File: config.mk
export PLATFORM = sky130hd
export DESIGN_NAME = dmem_arbiter_ctrl
export DESIGN_NICKNAME = d
export VERILOG_FILES = /design/src/rtl/dmem_arbiter_ctrl.sv
export SDC_FILE = /design/constraint.sdc
export NUM_CORES = 1
export LEC_CHECK = 0
export CAP_MARGIN = 0
export CORE_UTILIZATION = 45
export CTS_CLUSTER_SIZE = 14
export DETAILED_ROUTE_END_ITERATION = 10
export GPL_ROUTABILITY_DRIVEN = 0
export HOLD_SLACK_MARGIN = 0.05
export PLACE_DENSITY = 0.91
export SLEW_MARGIN = 20
export SYNTH_ARGS = -nofsm -noshare
export SYNTH_HDL_FRONTEND = slang
export SYNTH_SLANG_ARGS = --single-unit
File: constraint.sdc
create_clock -name clk -period 11.4 [get_ports clk]
set_clock_uncertainty 0.1 [all_clocks]
set_input_delay 1.14 -clock clk [delete_from_list [all_inputs] [get_ports clk]]
set_output_delay 1.14 -clock clk [all_outputs]
set_load 0.05 [all_outputs]
File: src/rtl/dmem_arbiter_ctrl.sv
// Data-memory arbiter between the MEM-stage load/store path and a debug port.
// Debug waits behind the pipeline until it has starved for STARVE_LIMIT cycles.
module dmem_arbiter_ctrl #(
  parameter int STARVE_LIMIT = 4
) (
  input  logic        clk,
  input  logic        rst,
  input  logic        mem_mem_read,
  input  logic        mem_mem_write,
  input  logic [31:0] mem_alu_result,
  input  logic [31:0] mem_rs2_val_for_store,
  input  logic [1:0]  mem_store_size,
  output logic        pipe_stall,
  output logic [31:0] pipe_rdata,
  output logic        pipe_rvalid,
  output logic        pipe_misalign,
  input  logic        dbg_req,
  input  logic        dbg_we,
  input  logic [31:0] dbg_addr,
  input  logic [31:0] dbg_wdata,
  output logic        dbg_gnt,
  output logic [31:0] dbg_rdata,
  output logic        dbg_rvalid,
  output logic        dm_req,
  output logic        dm_we,
  output logic [31:0] dm_addr,
  output logic [31:0] dm_wdata,
  output logic [3:0]  dm_be,
  input  logic        dm_ready,
  input  logic [31:0] dm_rdata
);

  localparam int CW = (STARVE_LIMIT < 1) ? 1 : $clog2(STARVE_LIMIT + 1);
  localparam logic [CW-1:0] LIMIT = CW'(STARVE_LIMIT);

  typedef enum logic [1:0] {
    IDLE,
    PIPE_BUSY,
    DBG_BUSY
  } state_t;

  state_t        state;
  logic [CW-1:0] starve_cnt;

  logic        pipe_acc;
  logic        misal;
  logic        aligned_acc;
  logic        starved;
  logic        dbg_win;
  logic        pipe_win;
  logic [3:0]  pipe_be;
  logic [31:0] pipe_wdata;

  // Decode access size into alignment, byte lanes and lane-replicated data
  always_comb begin
    misal      = 1'b0;
    pipe_be    = 4'b1111;
    pipe_wdata = mem_rs2_val_for_store;
    unique case (mem_store_size)
      2'b00: begin
        pipe_be    = 4'b0001 << mem_alu_result[1:0];
        pipe_wdata = {4{mem_rs2_val_for_store[7:0]}};
      end
      2'b01: begin
        misal      = mem_alu_result[0];
        pipe_be    = 4'b0011 << mem_alu_result[1:0];
        pipe_wdata = {2{mem_rs2_val_for_store[15:0]}};
      end
      default: begin
        misal = |mem_alu_result[1:0];
      end
    endcase
  end

  assign pipe_acc    = mem_mem_read | mem_mem_write;
  assign aligned_acc = pipe_acc & ~misal;
  assign starved     = (starve_cnt >= LIMIT);
  assign dbg_win     = (state == IDLE) & dbg_req & (~aligned_acc | starved);
  assign pipe_win    = (state == IDLE) & aligned_acc & ~dbg_win;

  assign pipe_stall = ~rst & aligned_acc &
                      ~((state == PIPE_BUSY) & dm_ready);

  // Arbitration FSM with registered memory, grant and completion outputs
  always_ff @(posedge clk or posedge rst) begin
    if (rst) begin
      state         <= IDLE;
      starve_cnt    <= '0;
      pipe_rdata    <= '0;
      pipe_rvalid   <= 1'b0;
      pipe_misalign <= 1'b0;
      dbg_gnt       <= 1'b0;
      dbg_rdata     <= '0;
      dbg_rvalid    <= 1'b0;
      dm_req        <= 1'b0;
      dm_we         <= 1'b0;
      dm_addr       <= '0;
      dm_wdata      <= '0;
      dm_be         <= '0;
    end else begin
      dbg_gnt       <= 1'b0;
      dbg_rvalid    <= 1'b0;
      pipe_rvalid   <= 1'b0;
      pipe_misalign <= 1'b0;
      case (state)
        IDLE: begin
          pipe_misalign <= pipe_acc & misal;
          if (dbg_win) begin
            state    <= DBG_BUSY;
            dbg_gnt  <= 1'b1;
            dm_req   <= 1'b1;
            dm_we    <= dbg_we;
            dm_addr  <= dbg_addr;
            dm_wdata <= dbg_wdata;
            dm_be    <= 4'b1111;
          end else if (pipe_win) begin
            state    <= PIPE_BUSY;
            dm_req   <= 1'b1;
            dm_we    <= mem_mem_write;
            dm_addr  <= {mem_alu_result[31:2], 2'b00};
            dm_wdata <= pipe_wdata;
            dm_be    <= mem_mem_write ? pipe_be : 4'b1111;
          end
        end
        PIPE_BUSY: begin
          if (dm_ready) begin
            state  <= IDLE;
            dm_req <= 1'b0;
            if (!dm_we) begin
              pipe_rvalid <= 1'b1;
              pipe_rdata  <= dm_rdata;
            end
          end
        end
        DBG_BUSY: begin
          if (dm_ready) begin
            state      <= IDLE;
            dm_req     <= 1'b0;
            dbg_rvalid <= 1'b1;
            if (!dm_we) begin
              dbg_rdata <= dm_rdata;
            end
          end
        end
        default: begin
          state  <= IDLE;
          dm_req <= 1'b0;
        end
      endcase
      if (dbg_win || !dbg_req) begin
        starve_cnt <= '0;
      end else if (!dbg_gnt && !starved) begin
        starve_cnt <= starve_cnt + 1'b1;
      end
    end
  end

endmodule

[Word-level counts from Yosys, hierarchy flattened]
Cells that the tools add are included.
Operators by class
  add/sub/neg operators: 1
  order comparisons: 1
  equality and inequality tests: 5
  shift-type cells: 2
  muxes and demuxes: 30
  bitwise gates (word level): 17
  reduce and logical (&&, ||, !) cells: 15
Operator list (count)
  $mux 32: 4
  $pmux 32 s2: 1
  $mux 1: 13
  $mux 4: 3
  $and 1x1->1: 9
  $pmux 4 s2: 1
  $mux 2: 3
  $mux 3: 2
  $not 1->1: 6
  $reduce_and 3->1: 2
  $eq 2x1->1 const B: 2
  $logic_not 2->1: 2
  $pmux 1 s2: 2
  $pmux 2 s2: 1
  $reduce_and 2->1: 2
  $reduce_bool 2->1: 2
  $reduce_or 2->1: 2
  $shl 1x2->4 const A: 1
  $shl 2x2->4 const A: 1
  $add 3x1->3 const B: 1
  $ge 3x3->1 const B: 1
  $logic_not 1->1: 3
  $ne 3x3->1 const B: 1
  $eq 2x2->1 const B: 1
  other kinds (4): 5
Word-level totals
  bits in registers: 143
  bits of input ports: 169

[Longest topological paths before layout]
  depth in word-level cells: 12
  depth in mapped cells: 8
  depth with buffers taken out: 6

[Worst setup path before layout]
OpenSTA, ideal clock, no wires.
  path type: input-to-output
  start: in mem_store_size[1]
  end: out pipe_stall
  arrival: 2.808 ns
  required time: 10.160 ns
  slack: 7.352 ns
  stages: 4
  buffers on the path: 1
  cells stage by stage: buf_2 a21oi_2 o22ai_1 a211oi_1
On the way
  cells in the longest elaborated chain, start to end: 6
RTL lines
  from (decl): RTL line 12  | input logic [1:0] mem_store_size,
  $eq 2x1->1 / $logic_not 2->1 (equally long branches): RTL line 59  | unique case (mem_store_size)
  $pmux 1 s2 (*): RTL line 59
  $not 1->1 (*): RTL line 76  | assign aligned_acc = pipe_acc & ~misal;
  $and 1x1->1 (*): RTL line 76
  $and 1x1->1 (*) (2 in a row): RTL line 81  | assign pipe_stall = ~rst & aligned_acc &
  to (decl): RTL line 13  | output logic pipe_stall,
Every way passes the cells marked *; elsewhere a longest branch is shown, timed or not.

[Worst setup path after layout]
  start: in mem_store_size[0]
  end: out pipe_stall
The elaborated chain is that of the path after synthesis.

==> metrics.txt <==
Yosys warnings 0; Die Span X 124 um; Tot GR Track Use 24.7%; Max-slew headroom 26.9%; diodes inserted 0; Syn-to-layout area delta 56.8%; port bufs just over 300; status complete, no violations; worst path required time a little over 10,000 ps; Cell Area, Synth roughly 6700 sq um; post-DR wirelength/cell 18.7 um; Power, Total 3.45 mW; reg-to-reg slack, setup about 8300 ps; Reg area 3580 sq um; clock-pin transition on the worst setup and hold timing paths 60 ps; post-layout util 72.3%; CTS Hold Bufs 0; worst-path fanout max 12; final worst path period share 42.2%; Place WS 6590 ps; DP HPWL between 10,000 and 15,000 um; Filler Cell Count 986; gr ovfl total 0; core box area 14,500 sq um; hold-critical path endpoint pipe_rdata[29]; share of post-route cells with drive strength above 1 a little under a quarter; Leak 4.54 nW; final setup TNS 0 ps; H-tree Lvls 4; CTS tree built; Crit Path Category in -> out; Routed WL 19,200 um; FF-to-FF Start state[0]; Sink Count roughly 140; Worst setup EP type primary output; Iter 0 DRT Violations 239; CP Launch Type input pin; Initial Util between 40% and 50%; First-pass DRT Iterations 4; cts bufs inserted 17; first-pass GRT wire length 28,300 um; via count between 5k and 6k; RSZ-0062 raised after global routing no; Top Family by Delay on Critical Path buffers and inverters; FF+latch count, synth 143; PwrDens 328 nW/um^2; Seq/Total Area, Yosys 53.4%; initial antenna violation count 0; Register-to-Register Path Depth 7; min Tclk post-route 4810 ps; Slowest-stage cell, CP clkdlybuf4s50_1; syn_nets 698; antenna viol nets, final 0; Clock Tree Root clkbuf_16; hold crit path type reg -> reg; num rows 44; most common cell after layout, fill and taps aside clkdlybuf4s50_1; Post-CTS Setup Repair Bufs 0; worst min-delay path startpoint pipe_rdata[29]; max cap viols 0; Final nets 1,002; I/O pins 308; synthesized area per cell 12.8 sq um; synthesized instance count 525; Max stage delay on crit path 880 ps; post_cts resized 0; count of final hold-check violations 0; vias per std cell 5.15; Netlist cell types 36; largest net degree at the start of global routing 75; fin. max-slew vios 0; maximum clock rate 208 MHz; die height approximately 120 um; die area 15,400 sq um; Buf+Inv Stages, Crit Path 2; vias in the first global route 5,449; Worst-Margin Slew 1100 ps; Data arrival, critical path 3570 ps; DRC viols 0; Fin Hold WS 376 ps; reg-to-reg endpoint dm_addr[11]; CTS max path bufs 2; Final Setup Violations 0; Peak VDD IR about 0.00022 V; footprint of the multi-input gates 2950 sq um; most frequent CP cell clkdlybuf4s50_1; clk_lat worst skew 410 ps; worst-path cell chain clkdlybuf4s50_1, a21oi_2, o22ai_1, a211oi_1, clkdlybuf4s50_1; Final WS setup 6590 ps; most frequent cells in the layout clkdlybuf4s50_1, dfrtp_1, mux2_2, nand2_1, mux2_4; Worst Hold Depth 2
==> logic make-up (layout without fill, tap and decap cells) <==
group                    Yosys count  count (layout)  synth area share, %
AO/OA/AOI/OAI                     33              33                 3.25
buffers and inverters             33             350                 2.84
multiplexers                     182             182                 31.9
XOR/XNOR                           1               1                0.131
AND/OR/NAND/NOR                  129             129                 7.78
adder cells (fa/ha/maj)            4               4                0.747
flip-flops                       143             143                 53.4
==> final cells by class <==
| class | instances | share of cell area [%] |
|---|---|---|
| repair buffers | 313 | 29.8 |
| flip-flops and latches | 143 | 34.0 |
| multi-input cells | 349 | 28.1 |
| clock inverters | 15 | 1.65 |
| well taps | 184 | 2.19 |
| inverters | 5 | 0.226 |
| clock buffers | 17 | 4.05 |
==> sequential cells by signal, summed over array words and instances (netlist names) <==
name	cells
dbg_rvalid	1
dm_req	1
state	2
pipe_rdata	32
pipe_rvalid	1
pipe_misalign	1
dm_be	4
dm_we	1
dbg_gnt	1
dm_addr	32
dm_wdata	32
dbg_rdata	32
starve_cnt	3
==> where the power goes <==
part	switching, mW	leakage, nW	total (mW)	internal [mW]
combinational	1.23	2.52	2.00	0.769
sequential	0.133	1.73	0.886	0.753
clock	0.237	0.293	0.567	0.330
==> Yosys cell counts (all sizes together) <==
library cell,number,area [sq um]
mux2,174,2060
dfrtp,143,3580
nand2,109,409
buf,21,145
o21ai,16,80.1
mux2i,8,80.1
clkbuf,7,26.3
nor2,7,28.8
inv,5,18.8
nor2b,5,31.3
a21oi,4,23.8
ha,4,50.1
o22a,4,35.0
nand2b,3,18.8
a22o,2,17.5
a211oi,1,7.51
a31oi,1,12.5
and2,1,6.26
and3b,1,8.76
nand3b,1,7.51
nand4,1,6.26
nor3,1,5.00
o21a,1,7.51
o21ba,1,10.0
o22ai,1,6.26
o31ai,1,7.51
o32a,1,10.0
xnor2,1,8.76
==> worst min-delay path, cell delays in order, from the launching register on <==
cell and delay (ps):
dfrtp_1 340, nand2_1 50, nand2_1 50
==> routing by layer <==
metal / vias to the layer above / track usage, % / share of wire, %
li1: 2424 / - / -
met1: 2580 / 27.1 / 36
met2: 231 / 43.5 / 51
met3: 44 / 7.65 / 8.9
met4: 0 / 11.3 / 3.7
met5: - / 0 / 0
==> worst max-delay path by stage <==
stage,startpoint,to,slack (ps),cells after the start
floorplan,rst,dbg_gnt,6320,1
global placement,mem_store_size[0],pipe_stall,6610,5
detailed placement,mem_store_size[0],pipe_stall,6590,5
CTS,mem_store_size[0],pipe_stall,6580,5
global route,mem_store_size[0],pipe_stall,6490,5
finish,mem_store_size[0],pipe_stall,6590,5
==> through the flow <==
step / std cells / area [sq um]
after global routing: 1026 / 10500
final: 1026 / 10500
after floorplan: 525 / 6700
after global placement: 993 / 9890
after detailed placement: 993 / 9890
after CTS: 1025 / 10500
(Power assumes the default switching activity.)
